===== config.mk =====
export PLATFORM = sky130hd
export DESIGN_NAME = lcd1602_ctrl_flat
export DESIGN_NICKNAME = d
export VERILOG_FILES = /design/src/rtl/lcd1602_pkg.sv /design/src/rtl/lcd1602_ctrl_if.sv /design/src/rtl/lcd1602_timer.sv /design/src/rtl/lcd1602_ctrl.sv /design/src/flat_wrapper.sv
export SDC_FILE = /design/constraint.sdc
export NUM_CORES = 1
export LEC_CHECK = 0
export CAP_MARGIN = 20
export CORE_UTILIZATION = 50
export CTS_BUF_LIST = sky130_fd_sc_hd__clkbuf_4
export CTS_CLUSTER_SIZE = 40
export DETAILED_ROUTE_END_ITERATION = 7
export PLACE_DENSITY = 0.72
export SYNTH_ARGS = -nofsm -noshare
export SYNTH_HDL_FRONTEND = slang
export SYNTH_SLANG_ARGS = --single-unit
export TNS_END_PERCENT = 50

===== constraint.sdc =====
create_clock -name clock_50mhz -period 3 [get_ports clock_50mhz]
set_clock_uncertainty 0.1 [all_clocks]
set_input_delay 0.3 -clock clock_50mhz [delete_from_list [all_inputs] [get_ports clock_50mhz]]
set_output_delay 0.3 -clock clock_50mhz [all_outputs]
set_load 0.02 [all_outputs]

===== src/rtl/lcd1602_pkg.sv =====
// Shared types and constants for the LCD1602 write-only controller.
// The optional power-on init ROM is enabled with the LCD1602_INIT_EN macro.
package lcd1602_pkg;

    typedef enum logic [2:0] {
        PWR_WAIT  = 3'd0,
        INIT_LOAD = 3'd1,
        IDLE      = 3'd2,
        SETUP     = 3'd3,
        EN_HI     = 3'd4,
        EXEC_WAIT = 3'd5
    } state_t;

    localparam logic [7:0] CMD_FUNC_SET = 8'h38;  // 8-bit bus, 2 lines, 5x8 font
    localparam logic [7:0] CMD_DISP_ON  = 8'h0C;  // display on, cursor off
    localparam logic [7:0] CMD_CLEAR    = 8'h01;  // clear display
    localparam logic [7:0] CMD_ENTRY    = 8'h06;  // entry mode: increment

    localparam int INIT_LEN = 4;
    localparam logic [7:0] INIT_ROM [0:INIT_LEN-1] =
        '{CMD_FUNC_SET, CMD_DISP_ON, CMD_CLEAR, CMD_ENTRY};

    // Clear (0x01), home (0x02/0x03) and the 0x00 command share the long wait.
    function automatic logic uses_clr_wait(input logic rs, input logic [7:0] data);
        return (rs == 1'b0) && (data[7:1] <= 7'd1);
    endfunction

    function automatic int max_int(input int a, input int b);
        return (a > b) ? a : b;
    endfunction

endpackage


===== src/rtl/lcd1602_ctrl_if.sv =====
// Upstream byte interface of the LCD1602 controller.
// A byte moves when in_valid and in_ready are both high on a rising clock
// edge; the producer holds in_valid, in_rs and in_data stable until then,
// and the controller ignores them while in_ready is low.
interface lcd1602_ctrl_if;
    logic       in_valid;
    logic       in_ready;
    logic       in_rs;
    logic [7:0] in_data;

    modport master (output in_valid, output in_rs, output in_data, input in_ready);
    modport slave  (input in_valid, input in_rs, input in_data, output in_ready);
endinterface


===== src/rtl/lcd1602_timer.sv =====
// Loadable down-counter shared by every timed state; stops at zero.
module lcd1602_timer #(
    parameter int           W         = 8,
    parameter logic [W-1:0] RESET_VAL = '0
) (
    input  logic         clk,
    input  logic         rst,
    input  logic         load,
    input  logic [W-1:0] load_val,
    output logic         zero
);

    logic [W-1:0] count;

    // Load wins over counting; the count parks at zero until reloaded.
    always_ff @(posedge clk or posedge rst) begin
        if (rst) begin
            count <= RESET_VAL;
        end else if (load) begin
            count <= load_val;
        end else if (count != '0) begin
            count <= count - W'(1);
        end
    end

    assign zero = (count == '0);

endmodule


===== src/rtl/lcd1602_ctrl.sv =====
// HD44780/LCD1602 write-only bus controller: E-strobe timing, execution
// waits and power-up wait. Define LCD1602_INIT_EN to replay the init ROM
// after power-up; without it the block goes straight to IDLE.
module lcd1602_ctrl
    import lcd1602_pkg::*;
#(
    parameter int SETUP_CYC    = 5,
    parameter int EN_HIGH_CYC  = 25,
    parameter int CMD_WAIT_CYC = 2500,
    parameter int CLR_WAIT_CYC = 82000,
    parameter int POWERUP_CYC  = 2000000
) (
    input  logic                 clock_50mhz,
    input  logic                 reset,
    lcd1602_ctrl_if.slave        up,
    output logic                 init_done,
    output logic [7:0]           lcd_data,
    output logic                 lcd_EN,
    output logic                 lcd_RS,
    output logic                 lcd_RW,
    output state_t               dbg_state
);

    localparam int MAX_CYC = max_int(max_int(max_int(SETUP_CYC, EN_HIGH_CYC),
                                             max_int(CMD_WAIT_CYC, CLR_WAIT_CYC)),
                                     POWERUP_CYC);
    localparam int CW = $clog2(MAX_CYC) + 1;

    // Each state lasts N cycles: the counter is loaded with N-1 on entry.
    localparam logic [CW-1:0] SETUP_LD = CW'(SETUP_CYC - 1);
    localparam logic [CW-1:0] EN_LD    = CW'(EN_HIGH_CYC - 1);
    localparam logic [CW-1:0] CMD_LD   = CW'(CMD_WAIT_CYC - 1);
    localparam logic [CW-1:0] CLR_LD   = CW'(CLR_WAIT_CYC - 1);
    localparam logic [CW-1:0] PWR_LD   = CW'(POWERUP_CYC - 1);

    state_t          state;
    logic            timer_load;
    logic [CW-1:0]   timer_val;
    logic            timer_zero;
`ifdef LCD1602_INIT_EN
    logic [1:0]      init_idx;
`endif

    assign lcd_RW    = 1'b0;
    assign dbg_state = state;

    lcd1602_timer #(
        .W         (CW),
        .RESET_VAL (PWR_LD)
    ) u_timer (
        .clk      (clock_50mhz),
        .rst      (reset),
        .load     (timer_load),
        .load_val (timer_val),
        .zero     (timer_zero)
    );

    // Reload the shared counter on every transition into a timed state.
    always_comb begin
        timer_load = 1'b0;
        timer_val  = '0;
        case (state)
`ifdef LCD1602_INIT_EN
            INIT_LOAD: begin
                timer_load = 1'b1;
                timer_val  = SETUP_LD;
            end
`endif
            IDLE: begin
                if (up.in_valid) begin
                    timer_load = 1'b1;
                    timer_val  = SETUP_LD;
                end
            end
            SETUP: begin
                if (timer_zero) begin
                    timer_load = 1'b1;
                    timer_val  = EN_LD;
                end
            end
            EN_HI: begin
                if (timer_zero) begin
                    timer_load = 1'b1;
                    timer_val  = uses_clr_wait(lcd_RS, lcd_data) ? CLR_LD : CMD_LD;
                end
            end
            default: ;
        endcase
    end

    // Main sequencer; all pin outputs and in_ready are registered here.
    always_ff @(posedge clock_50mhz or posedge reset) begin
        if (reset) begin
            state       <= PWR_WAIT;
            lcd_EN      <= 1'b0;
            lcd_RS      <= 1'b0;
            lcd_data    <= 8'h00;
            up.in_ready <= 1'b0;
            init_done   <= 1'b0;
`ifdef LCD1602_INIT_EN
            init_idx    <= '0;
`endif
        end else begin
            case (state)
                PWR_WAIT: begin
                    if (timer_zero) begin
`ifdef LCD1602_INIT_EN
                        state       <= INIT_LOAD;
`else
                        state       <= IDLE;
                        up.in_ready <= 1'b1;
                        init_done   <= 1'b1;
`endif
                    end
                end
`ifdef LCD1602_INIT_EN
                INIT_LOAD: begin
                    lcd_data <= INIT_ROM[init_idx];
                    lcd_RS   <= 1'b0;
                    state    <= SETUP;
                end
`endif
                IDLE: begin
                    if (up.in_valid) begin
                        lcd_data    <= up.in_data;
                        lcd_RS      <= up.in_rs;
                        up.in_ready <= 1'b0;
                        state       <= SETUP;
                    end
                end
                SETUP: begin
                    if (timer_zero) begin
                        lcd_EN <= 1'b1;
                        state  <= EN_HI;
                    end
                end
                EN_HI: begin
                    if (timer_zero) begin
                        lcd_EN <= 1'b0;
                        state  <= EXEC_WAIT;
                    end
                end
                EXEC_WAIT: begin
                    if (timer_zero) begin
`ifdef LCD1602_INIT_EN
                        // init_done low means the init ROM is still being issued.
                        if (!init_done && (init_idx != 2'(INIT_LEN - 1))) begin
                            init_idx <= init_idx + 2'd1;
                            state    <= INIT_LOAD;
                        end else begin
                            init_done   <= 1'b1;
                            up.in_ready <= 1'b1;
                            state       <= IDLE;
                        end
`else
                        init_done   <= 1'b1;
                        up.in_ready <= 1'b1;
                        state       <= IDLE;
`endif
                    end
                end
                default: state <= PWR_WAIT;
            endcase
        end
    end

endmodule


===== src/flat_wrapper.sv =====
// flat-port wrapper written by rule: the top's interface ports become plain ports
module lcd1602_ctrl_flat import lcd1602_pkg::*;
#(
    parameter int SETUP_CYC    = 5,
    parameter int EN_HIGH_CYC  = 25,
    parameter int CMD_WAIT_CYC = 2500,
    parameter int CLR_WAIT_CYC = 82000,
    parameter int POWERUP_CYC  = 2000000
)
  (clock_50mhz, reset, init_done, lcd_data, lcd_EN, lcd_RS, lcd_RW, dbg_state, up_in_valid, up_in_rs, up_in_data, up_in_ready);
  lcd1602_ctrl_if up_i ();
  input  logic clock_50mhz;
  input  logic reset;
  output logic init_done;
  output logic [7:0] lcd_data;
  output logic lcd_EN;
  output logic lcd_RS;
  output logic lcd_RW;
  output state_t dbg_state;
  input wire logic [$bits(up_i.in_valid)-1:0] up_in_valid;
  input wire logic [$bits(up_i.in_rs)-1:0] up_in_rs;
  input wire logic [$bits(up_i.in_data)-1:0] up_in_data;
  output wire logic [$bits(up_i.in_ready)-1:0] up_in_ready;
  assign up_i.in_valid = up_in_valid;
  assign up_i.in_rs = up_in_rs;
  assign up_i.in_data = up_in_data;
  assign up_in_ready = up_i.in_ready;
  lcd1602_ctrl #(.SETUP_CYC(SETUP_CYC), .EN_HIGH_CYC(EN_HIGH_CYC), .CMD_WAIT_CYC(CMD_WAIT_CYC), .CLR_WAIT_CYC(CLR_WAIT_CYC), .POWERUP_CYC(POWERUP_CYC)) u_core (.clock_50mhz(clock_50mhz), .reset(reset), .up(up_i), .init_done(init_done), .lcd_data(lcd_data), .lcd_EN(lcd_EN), .lcd_RS(lcd_RS), .lcd_RW(lcd_RW), .dbg_state(dbg_state));
endmodule

==> flow_metrics.env <==
export IMPL_drt_pre_antenna_iters=4
export IMPL_place_area_um2=2380
export IMPL_leakage_nw=0.989
export IMPL_topRoutingLayerUsed="met4"
export IMPL_cp_slowest_cell="nor4_1"
export IMPL_ys_warn_count=0
export IMPL_slew_violations=0
export IMPL_multi_input_area_um2=1040
export IMPL_tritoncts="built"
export IMPL_path_class="reg2reg"
export IMPL_clkPwrFrac_pct=33.6
export IMPL_fmax_ghz=0.383
export IMPL_end_kind="register"
export IMPL_synth_flop_cell="dfrtp_1"
export IMPL_dp_slack_ns=0.452
export IMPL_nets=250
export IMPL_row_count=23
export IMPL_grt_overflow=0
export IMPL_path_clk_slew_ns=0.12
export IMPL_holdCritPathClass="in2async"
export IMPL_cts_buffers=5
export IMPL_route_met3_wl_um=191
export IMPL_wirelength_mm=4.43
export IMPL_grt_pass1_vias=1605
export IMPL_drt_drc_violations_left=0
export IMPL_wl_met1_mm=2.02
export IMPL_cts_sinks=37
export IMPL_power_density_nw_per_um2=326
export IMPL_pwr_share_comb_pct=3.4
export IMPL_dr_wl_met2_mm=2.13
export IMPL_ant_nets=0
export IMPL_rsz0062_at_grt="no"
export IMPL_synth_top_cell_by_area="dfrtp_1"
export IMPL_io_pins=28
export IMPL_period_share_pct=87.1
export IMPL_start_util_pct=51.8
export IMPL_cts_repair_resized=0
export IMPL_crit_path_cell_trace="inv_1 -> ha_1 -> nor4b_1 -> nand4_1 -> nor4_1 -> a21oi_1 -> nor2_1"
export IMPL_htreeDepth=2
export IMPL_hpwlAfterDp_mm=3.10
export IMPL_die_h_um=66.4
export IMPL_syn_inst=210
export IMPL_p_switching_uw=171
export IMPL_grt_util_all_layers_pct=23.2
export IMPL_routedWlPerCell_um=15.4
export IMPL_ir_worst_vdd_mv=0.236
export IMPL_fin_tns_setup_ns=0
export IMPL_via_per_inst=5.88
export IMPL_path_max_fanout=11
export IMPL_switching_share_pct=21.5
export IMPL_ys_async_sr_fraction_pct=100
export IMPL_ys_top_cells_by_area="dfrtp_1 (29%), dfstp_2 (16%), mux2_2 (4.9%)"
export IMPL_ys_types=54
export IMPL_worstPathRequired_ns=3.16
export IMPL_synth_area_per_cell_um2=9.87
export IMPL_r2r_start="u_core.u_timer.count[0]"
export IMPL_clk_latency_ns=0.35
export IMPL_synth_top_area_share_pct=29.0
export IMPL_postCtsHoldBufs=0
export IMPL_reg2reg_slack_ns=0.39
export IMPL_syn_nets=224
export IMPL_die_w_um=66.4
export IMPL_crit_path_start="u_core.u_timer.count[0]"
export IMPL_gp_congestion=0.846
export IMPL_design_area_um2=2430
export IMPL_syn_area_um2=2070
export IMPL_ys_seq_area_share_pct=45.5
export IMPL_grt_max_degree=38
export IMPL_diodes=0
export IMPL_final_seq_area_um2=942
export IMPL_drtIter0Drc=117
export IMPL_setup_worst_path_start_class="register"
export IMPL_relSlewSlack_pct=60.1
export IMPL_cts_root_buf="clkbuf_4"
export IMPL_fillerInstances=364
export IMPL_grt_pass1_wl_mm=7.61
export IMPL_coreArea_um2=4000
export IMPL_internal_power_uw=622
export IMPL_critPathCapture="u_core.u_timer.count[8]"
export IMPL_drive_above_1_share_pct=18.1
export IMPL_r2r_cells=7
export IMPL_max_stage_delay_ns=0.70
export IMPL_io_buffer_count=26
export IMPL_vias=1688
export IMPL_ys_ff_latch=37
export IMPL_clockBufferDepth=2
export IMPL_crit_arrival_ns=2.77
export IMPL_antenna_found_initial=0
export IMPL_status="finished clean"
export IMPL_seqPwrFrac_pct=63.0
export IMPL_synth_edff_count=0
export IMPL_tightestPinTransition_ns=0.594
export IMPL_setup_viol=0
export IMPL_final_min_clock_period_ns=2.61
export IMPL_cts_setup_buffers=0
export IMPL_drv_cap=0
export IMPL_finalHoldViolCount=0
export IMPL_fp_dieArea_um2=4410
export IMPL_final_setup_worst_slack_ns=0.386
export IMPL_worst_r2r_endpoint="u_core.u_timer.count[8]"
export IMPL_area_growth_pct=17.5
through the flow:
stage                     utilization [%]  std cells  hold slack, ns  power [mW]
after floorplan                         -        210           0.352       0.519
after global routing                 60.8        287           0.300       0.823
after CTS                            60.8        287           0.249       0.803
after global placement               59.4        279           0.360       0.536
final                                60.8        287           0.244       0.792
after detailed placement             59.4        279           0.365       0.536
per-layer routing:
| layer | global-route usage [%] | up-vias |
|---|---|---|
| met5 | 0 | - |
| met4 | 9.31 | 0 |
| met3 | 5.17 | 9 |
| met2 | 37.5 | 41 |
| met1 | 29.9 | 825 |
| li1 | - | 813 |
cell usage after synthesis, drive strengths merged, types with 4 or more instances:
library cell,n
dfrtp,24
nor2,20
a21oi,18
dfstp,13
mux2,10
clkbuf,9
nor3,9
o21ai,8
nor4,7
or3,7
xor2,7
inv,6
nand2,6
xnor2,6
nor2b,5
buf,4
or4,4
worst min path at each step:
| stage | cells past startpoint | slack, ns | to | start |
|---|---|---|---|---|
| final | 3 | 0.24 | u_core.lcd_data[5] | reset |
| after global routing | 3 | 0.30 | u_core.lcd_data[2] | reset |
| after detailed placement | 2 | 0.36 | u_core.init_done | u_core.init_done |
| after floorplan | 1 | 0.35 | u_core.lcd_data[5] | up_in_data[5] |
| after global placement | 2 | 0.36 | u_core.init_done | u_core.init_done |
| after CTS | 3 | 0.25 | u_core.lcd_data[5] | reset |
cells in the final DEF, fill, tap and decap left out, drive strengths merged, types with 3 or more instances in the layout:
cell type,Yosys,routed
a21oi,18,18
and3,3,3
buf,4,6
clkbuf,9,7
clkdlybuf4s50,0,26
dfrtp,24,24
dfstp,13,13
inv,6,6
mux2,10,10
nand2,6,6
nand2b,3,3
nand4,3,3
nor2,20,20
nor2b,5,5
nor3,9,9
nor4,7,7
o211ai,3,3
o21ai,8,8
o22ai,3,3
o31ai,3,3
or3,7,7
or4,4,4
xnor2,6,6
xor2,7,7
kinds of logic after synthesis:
family | synth area share, %
AOI/OAI and AO/OA | 14.2
xor gates and xnor gates | 5.50
adders and majority gates | 1.21
buffers and inverters | 4.11
DFF | 45.5
muxes | 6.58
other | 0.181
and+or+nand+nor | 22.8
final cells by class:
cell class	instances	share of cell area (%)
Multi-Input combinational cell	154	42.9
Sequential cell	37	38.7
Timing Repair Buffer	32	12.5
Tap cell	50	2.57
Clock buffer	7	2.16
Inverter	6	0.925
Clock inverter	1	0.154
sequential cells by signal (all words and copies together), names as in the netlist:
name,flops
u_core.u_timer.count,22
u_core.lcd_RS,1
u_core.lcd_data,8
u_core.up.in_ready,1
u_core.init_done,1
u_core.lcd_EN,1
u_core.dbg_state,3
power by group through the flow:
stage | Combinational (mW) | Sequential, mW | Clock [mW]
final | 0.0270 | 0.499 | 0.266
after global routing | 0.0310 | 0.500 | 0.292
after CTS | 0.0279 | 0.499 | 0.275
after detailed placement | 0.0279 | 0.508 | 0
after global placement | 0.0275 | 0.508 | 0
after floorplan | 0.0107 | 0.508 | 0
worst max-delay path, delay by kind of cell, from the launching register on:
| kind | cells | cell delay [ns] |
|---|---|---|
| AOI/OAI and AO/OA | 1 | 0.10 |
| buffers and inverters | 1 | 0.11 |
| DFF | 1 | 0.41 |
| adders and majority gates | 1 | 0.18 |
| and+or+nand+nor | 4 | 1.63 |
Power figures use the tool's default switching activity.
